File: config.mk
export PLATFORM = sky130hd
export DESIGN_NAME = count_pwm_gen_flat
export DESIGN_NICKNAME = d
export VERILOG_FILES = /design/src/rtl/count_pwm_gen_pkg.sv /design/src/rtl/count_pwm_gen_if.sv /design/src/rtl/count_pwm_gen_seq_monitor.sv /design/src/rtl/count_pwm_gen.sv /design/src/flat_wrapper.sv
export SDC_FILE = /design/constraint.sdc
export NUM_CORES = 1
export LEC_CHECK = 0
export BUFFER_PORTS_ARGS = -buffer_cell sky130_fd_sc_hd__buf_2
export CAP_MARGIN = 10
export CORE_ASPECT_RATIO = 1.25
export CORE_UTILIZATION = 51
export CTS_BUF_LIST = sky130_fd_sc_hd__clkbuf_8
export DETAILED_ROUTE_END_ITERATION = 12
export HOLD_SLACK_MARGIN = 0.06
export PLACE_DENSITY_LB_ADDON = 0.05
export SETUP_SLACK_MARGIN = 0.5
export SYNTH_ARGS = -nofsm -noshare
export SYNTH_HDL_FRONTEND = slang
export SYNTH_SLANG_ARGS = --single-unit
File: constraint.sdc
create_clock -name clk -period 5.7 [get_ports clk]
set_input_delay 1.425 -clock clk [delete_from_list [all_inputs] [get_ports clk]]
set_output_delay 1.425 -clock clk [all_outputs]
set_load 0.1 [all_outputs]
File: src/rtl/count_pwm_gen_pkg.sv
// -----------------------------------------------------------------------------
// count_pwm_pkg
// Shared types and constants for the counter-driven PWM generator and for
// other consumers of the free-running up-counter's count bus.
//   state_t    : generator state (IDLE, ARM, RUN, STOP_PEND), 2-bit encoding
//   CW_DEF     : default counter / duty width
//   COUNT_MAX  : terminal count of a CW_DEF-bit counter
//   count_max(): terminal count for an arbitrary width
// -----------------------------------------------------------------------------
package count_pwm_pkg;

  typedef enum logic [1:0] {
    IDLE      = 2'd0,
    ARM       = 2'd1,
    RUN       = 2'd2,
    STOP_PEND = 2'd3
  } state_t;

  localparam int CW_DEF = 4;

  function automatic int count_max(input int cw);
    return (1 << cw) - 1;
  endfunction

  localparam int COUNT_MAX = count_max(CW_DEF);

endpackage

File: src/rtl/count_pwm_gen_if.sv
// -----------------------------------------------------------------------------
// count_pwm_gen_if
// Duty-programming handshake between a duty source and count_pwm_gen.
//   duty_in    : new duty value (high counts per period)
//   duty_valid : duty_in is valid
//   duty_ready : generator's shadow register is empty
// A transfer happens on a clock edge where duty_valid && duty_ready.
// Modports: master (duty source), slave (generator).
// -----------------------------------------------------------------------------
interface count_pwm_gen_if
  import count_pwm_pkg::*;
#(
  parameter int CW = CW_DEF
);

  logic [CW-1:0] duty_in;
  logic          duty_valid;
  logic          duty_ready;

  modport master (
    output duty_in,
    output duty_valid,
    input  duty_ready
  );

  modport slave (
    input  duty_in,
    input  duty_valid,
    output duty_ready
  );

endinterface

File: src/rtl/count_pwm_gen_seq_monitor.sv
// -----------------------------------------------------------------------------
// count_seq_monitor
// Watches a free-running up-counter's count bus, detects period boundaries and
// flags illegal count sequences. Usable by any consumer of the counter.
//   clk, rst  : clock, asynchronous active-high reset
//   count     : counter value
//   boundary  : combinational; count has just arrived at 0 from a non-zero value
//   seq_err   : sticky; set one cycle after any transition other than hold or
//               +1 (mod 2^CW); cleared only by rst
// A 0 reached from a value other than the terminal count is an upstream reset:
// it is both an error and a boundary.
// -----------------------------------------------------------------------------
module count_seq_monitor
  import count_pwm_pkg::*;
#(
  parameter int CW = CW_DEF
) (
  input  logic          clk,
  input  logic          rst,
  input  logic [CW-1:0] count,
  output logic          boundary,
  output logic          seq_err
);

  logic [CW-1:0] count_q;
  logic          legal;

  // Incrementing in CW bits makes the terminal-count-to-zero wrap legal.
  assign legal    = (count == count_q) || (count == count_q + CW'(1));
  assign boundary = (count == '0) && (count_q != '0);

  always_ff @(posedge clk or posedge rst) begin
    if (rst) begin
      count_q <= '0;
      seq_err <= 1'b0;
    end else begin
      // NOTE: non-blocking assignments keep every register sampling the
      // pre-edge values, regardless of statement order.
      count_q <= count;
      if (!legal) seq_err <= 1'b1;
    end
  end

endmodule

File: src/rtl/count_pwm_gen.sv
// -----------------------------------------------------------------------------
// count_pwm_gen
// Period-aligned PWM generator driven by an upstream free-running up-counter.
// Duty is programmed through a valid/ready handshake into a shadow register and
// committed only at period boundaries, so the waveform never glitches.
//   clk, rst      : clock, asynchronous active-high reset
//   count         : upstream counter value
//   en            : run request (level)
//   dif           : duty handshake (count_pwm_gen_if.slave)
//   pwm_out       : registered PWM, high while count < active duty (1 cycle late)
//   period_start  : one-cycle pulse at each boundary while the waveform runs
//   active        : state != IDLE
//   seq_err       : sticky count-sequence error
//   pwm_out_n     : complementary output, only with PWM_DEADTIME_EN
// Build option PWM_DEADTIME_EN: adds pwm_out_n and DEAD_CYC cycles of dead time
// ahead of every rising edge on either output (DEAD_CYC >= 1).
// -----------------------------------------------------------------------------
module count_pwm_gen
  import count_pwm_pkg::*;
#(
  parameter int CW = CW_DEF
`ifdef PWM_DEADTIME_EN
  , parameter int DEAD_CYC = 1
`endif
) (
  input  logic                 clk,
  input  logic                 rst,
  input  logic [CW-1:0]        count,
  input  logic                 en,
  count_pwm_gen_if.slave       dif,
  output logic                 pwm_out,
  output logic                 period_start,
  output logic                 active,
  output logic                 seq_err
`ifdef PWM_DEADTIME_EN
  , output logic               pwm_out_n
`endif
);

  state_t        state;
  logic          boundary;
  logic          pwm_q;
  logic          pwm_calc;
  logic [CW-1:0] duty_act;
  logic [CW-1:0] shadow;
  logic [CW-1:0] duty_eff;
  logic          duty_ready_q;
  logic          xfer;
  logic          direct;

  count_seq_monitor #(.CW(CW)) u_seq_monitor (
    .clk      (clk),
    .rst      (rst),
    .count    (count),
    .boundary (boundary),
    .seq_err  (seq_err)
  );

  assign dif.duty_ready = duty_ready_q;

  // duty_eff is the duty that applies to the current count: a boundary commit
  // takes effect on count 0 of the new period, not one period later.
  always_comb begin
    // NOTE: assign a default before any branch so no path leaves a variable
    // unassigned, which would infer a latch.
    duty_eff = duty_act;
    xfer     = dif.duty_valid && duty_ready_q;
    // In IDLE, or on a boundary, a transfer bypasses the shadow.
    direct   = xfer && ((state == IDLE) || boundary);
    if (direct) begin
      duty_eff = dif.duty_in;
    end else if (boundary && !duty_ready_q) begin
      duty_eff = shadow;
    end
  end

  assign pwm_calc = (count < duty_eff);

  // Shadow/active duty. duty_ready_q doubles as the "shadow empty" flag.
  always_ff @(posedge clk or posedge rst) begin
    if (rst) begin
      duty_act     <= '0;
      shadow       <= '0;
      duty_ready_q <= 1'b1;
    end else begin
      duty_act <= duty_eff;
      if (xfer && !direct) begin
        shadow       <= dif.duty_in;
        duty_ready_q <= 1'b0;
      end else if (boundary) begin
        duty_ready_q <= 1'b1;
      end
    end
  end

  always_ff @(posedge clk or posedge rst) begin
    if (rst) begin
      state        <= IDLE;
      pwm_q        <= 1'b0;
      period_start <= 1'b0;
      active       <= 1'b0;
    end else begin
      period_start <= 1'b0;
      case (state)
        IDLE: begin
          pwm_q <= 1'b0;
          if (en) begin
            state  <= ARM;
            active <= 1'b1;
          end
        end
        ARM: begin
          if (boundary && en) begin
            state        <= RUN;
            pwm_q        <= pwm_calc;
            period_start <= 1'b1;
          end else begin
            pwm_q <= 1'b0;
            if (!en) begin
              state  <= IDLE;
              active <= 1'b0;
            end
          end
        end
        RUN: begin
          pwm_q        <= pwm_calc;
          period_start <= boundary;
          if (!en) state <= STOP_PEND;
        end
        STOP_PEND: begin
          if (en) begin
            state        <= RUN;
            pwm_q        <= pwm_calc;
            period_start <= boundary;
          end else if (boundary) begin
            state  <= IDLE;
            active <= 1'b0;
            pwm_q  <= 1'b0;
          end else begin
            pwm_q <= pwm_calc;
          end
        end
        default: begin
          state  <= IDLE;
          active <= 1'b0;
          pwm_q  <= 1'b0;
        end
      endcase
    end
  end

`ifdef PWM_DEADTIME_EN
  // Both outputs are blanked for DEAD_CYC cycles after every edge of pwm_q:
  // the edge cycle itself plus DEAD_CYC-1 counted down by dt_cnt.
  localparam int DW = (DEAD_CYC > 1) ? $clog2(DEAD_CYC) : 1;

  logic          pwm_d;
  logic [DW-1:0] dt_cnt;
  logic          blank;

  always_ff @(posedge clk or posedge rst) begin
    if (rst) begin
      pwm_d  <= 1'b0;
      dt_cnt <= '0;
    end else begin
      pwm_d <= pwm_q;
      if (pwm_q != pwm_d) begin
        dt_cnt <= DW'(DEAD_CYC - 1);
      end else if (dt_cnt != '0) begin
        dt_cnt <= dt_cnt - DW'(1);
      end
    end
  end

  assign blank     = (pwm_q != pwm_d) || (dt_cnt != '0);
  assign pwm_out   = pwm_q && !blank;
  assign pwm_out_n = !pwm_q && !blank && ((state == RUN) || (state == STOP_PEND));
`else
  assign pwm_out = pwm_q;
`endif

endmodule

File: src/flat_wrapper.sv
// flat-port wrapper written by rule: the top's interface ports become plain ports
module count_pwm_gen_flat import count_pwm_pkg::*;
#(
  parameter int CW = CW_DEF

)
  (clk, rst, count, en, pwm_out, period_start, active, seq_err, dif_duty_in, dif_duty_valid, dif_duty_ready);
  count_pwm_gen_if #(.CW(CW)) dif_i ();
  input  logic clk;
  input  logic rst;
  input  logic [CW-1:0] count;
  input  logic en;
  output logic pwm_out;
  output logic period_start;
  output logic active;
  output logic seq_err;
  input wire logic [$bits(dif_i.duty_in)-1:0] dif_duty_in;
  input wire logic [$bits(dif_i.duty_valid)-1:0] dif_duty_valid;
  output wire logic [$bits(dif_i.duty_ready)-1:0] dif_duty_ready;
  assign dif_i.duty_in = dif_duty_in;
  assign dif_i.duty_valid = dif_duty_valid;
  assign dif_duty_ready = dif_i.duty_ready;
  count_pwm_gen #(.CW(CW)) u_core (.clk(clk), .rst(rst), .count(count), .en(en), .dif(dif_i), .pwm_out(pwm_out), .period_start(period_start), .active(active), .seq_err(seq_err));
endmodule
==> flow_metrics.env <==
export IMPL_p_per_area_nw_per_um2=475
export IMPL_rsz0062_at_grt="false"
export IMPL_hold_depth=1
export IMPL_ys_ff_latch=19
export IMPL_synth_flop_cell="dfrtp_1"
export IMPL_grt_pass1_wl_mm=3.05
export IMPL_clk_latency_ns=0.25
export IMPL_synth_cell_types=32
export IMPL_antenna_found_initial=0
export IMPL_numCtsBuffers=3
export IMPL_async_flop_share=1.00
export IMPL_clk_pin_slew_ns=0.07
export IMPL_dp_cells=124
export IMPL_worst_slack_ns=2.12
export IMPL_drive_gt1_frac=0.303
export IMPL_gp_congestion=0.843
export IMPL_cp_max_fo=5
export IMPL_power_leakage_nw=0.525
export IMPL_ys_warn_count=0
export IMPL_synthesis_area_um2=1010
export IMPL_fin_cells=128
export IMPL_port_buffers=16
export IMPL_worst_endpoint_required_ns=5.89
export IMPL_antenna_cells=0
export IMPL_track_usage=0.185
export IMPL_grt_ovfl_total=0
export IMPL_fin_skew_ns=0.00378
export IMPL_final_cell_mix="dfrtp_1, buf_2, inv_1"
export IMPL_area_growth_pct=14.8
export IMPL_io_pins=17
export IMPL_r2r_cells=11
export IMPL_worst_pin_slew_ns=0.681
export IMPL_firstDrtPassIters=4
export IMPL_layout_nets=127
export IMPL_grt_pass1_vias=743
export IMPL_vias_per_cell=5.52
export IMPL_final_min_clock_period_ns=3.58
export IMPL_initialDrtViolationCount=9
export IMPL_cts_root_buf="clkbuf_8"
export IMPL_synth_cells=89
export IMPL_cts_tree="built"
export IMPL_critPathKind="in -> reg"
export IMPL_post_cts_buffers=0
export IMPL_coreArea_um2=1810
export IMPL_wl_per_cell_um=13.5
export IMPL_crit_path_end_kind="flip-flop"
export IMPL_setup_viol=0
export IMPL_postRouteAntennaNets=0
export IMPL_hold_class="reg -> reg"
export IMPL_synth_fp_nets=106
export IMPL_cts_sinks=19
export IMPL_vdd_drop_max_mv=0.325
export IMPL_path_buf_inv=1
export IMPL_ctsHoldBuffers=0
export IMPL_max_cap_violations=0
export IMPL_max_freq_ghz=0.280
export IMPL_final_common_cell="dfrtp_1"
export IMPL_ys_seq_area_frac=0.473
export IMPL_cp_start_kind="input port"
export IMPL_initial_core_util=0.558
export IMPL_cpMaxStageDelayCell="a311o_1"
export IMPL_die_area_um2=2160
export IMPL_fin_crit_sh=0.627
export IMPL_die_x_um=41.8
export IMPL_arrival_ns=3.77
export IMPL_cts_repair_resized=0
export IMPL_rows=17
export IMPL_synth_edf_count=0
export IMPL_crit_path_max_incr_delay_ns=0.36
export IMPL_via_count=707
export IMPL_status="finished clean"
export IMPL_finalHoldViolations=0
export IMPL_slew_violations=0
export IMPL_dpl_worst_slack_ns=1.91
export IMPL_die_y_um=51.7
export IMPL_grt_max_degree=20
export IMPL_finalWirelength_mm=1.73
export IMPL_crit_chain="buf_2 > nor4_4 > nand2_1 > nor2_2 > mux2i_1 > o21a_1 > ha_1 > or2_2 > a311o_1 > a21bo_1"
export IMPL_cp_top_family="simple AND/OR/NAND/NOR gates"
export IMPL_avgSynthCellArea_um2=11.3
export IMPL_fin_setup_tns_ns=0
export IMPL_dp_hpwl_mm=1.34
export IMPL_htreeDepth=1
export IMPL_cp_depth=10
export IMPL_drc=0
export IMPL_finalPower_mw=0.550
export IMPL_relSlewSlack=0.545
export IMPL_clockBufferDepth=2
-- routing by layer --
metal	vias to the layer above	track usage	wire length (um)
met5	-	0	0
met4	0	0.0538	10
met3	2	0.0347	65
met1	338	0.215	750
met2	15	0.344	905
li1	352	-	-
-- flip-flops by register name, indices dropped and copies added (netlist names) --
name,flops
u_core.state,2
u_core.dif.duty_ready,1
u_core.shadow,4
u_core.u_seq_monitor.seq_err,1
u_core.duty_act,4
u_core.pwm_out,1
u_core.period_start,1
u_core.u_seq_monitor.count_q,4
u_core.active,1
-- cell type report --
type / count / area (um2)
inverters: 7 / 26.3
flip-flops and latches: 19 / 477
fillers: 149 / 651
multi-input cells: 63 / 505
clock buffers: 3 / 41.3
well taps: 19 / 23.8
clock inverters: 1 / 3.75
repair buffers: 16 / 80.1
-- metrics by stage --
| step | instance area (um2) | util | hold slack (ns) |
|---|---|---|---|
| after floorplan | 1010 | - | 0.480 |
| after detailed placement | 1110 | 0.615 | 0.440 |
| after CTS | 1160 | 0.640 | 0.456 |
| after global routing | 1160 | 0.640 | 0.494 |
| after global placement | 1110 | 0.615 | 0.439 |
| final | 1160 | 0.640 | 0.450 |
-- power breakdown --
group | switching [mW] | internal, mW
Clock | 0.0407 | 0.0477
Combinational | 0.155 | 0.0883
Sequential | 0.0341 | 0.184
-- logic make-up (layout without fill, tap and decap cells) --
family / after synthesis / count (layout) / synth area share
compound gates: 20 / 20 / 0.143
xor+xnor: 8 / 8 / 0.0695
fa+ha+maj: 5 / 5 / 0.0620
buf+inv: 7 / 27 / 0.0261
flops: 19 / 19 / 0.473
mux: 8 / 8 / 0.0844
simple gates: 22 / 22 / 0.143
-- worst paths after layout --
check                      slack (ns)                       startpoint                            to
max                              2.12                         count[3]                u_core.pwm_out
min                              0.45     u_core.u_seq_monitor.seq_err  u_core.u_seq_monitor.seq_err
max reg2reg                      2.93  u_core.u_seq_monitor.count_q[0]                u_core.pwm_out
min reg2reg                      0.45     u_core.u_seq_monitor.seq_err  u_core.u_seq_monitor.seq_err
max in group asynchronous        4.00                              rst              u_core.shadow[0]
min in group asynchronous        1.27                              rst  u_core.u_seq_monitor.seq_err
-- Yosys cell counts (3+ instances only) --
library cell / number / share of area
dfrtp_1: 18 / 0.45
inv_1: 7 / 0.026
xnor2_1: 6 / 0.052
nor2_1: 5 / 0.019
mux2i_1: 4 / 0.040
mux2_2: 4 / 0.045
o21a_1: 3 / 0.022
nand2_1: 5 / 0.019
a21oi_1: 5 / 0.025
o21ai_0: 3 / 0.015
ha_1: 5 / 0.062
-- worst register-to-register path, cell delays in order (launching register included) --
cell	delay, ns
dfrtp_1	0.42
inv_1	0.06
ha_1	0.19
or3b_4	0.25
nand2_1	0.13
nor2_2	0.23
mux2i_1	0.27
o21a_1	0.14
ha_1	0.21
or2_2	0.28
a311o_1	0.36
a21bo_1	0.17
No activity file was read; power rests on OpenSTA's default activity.
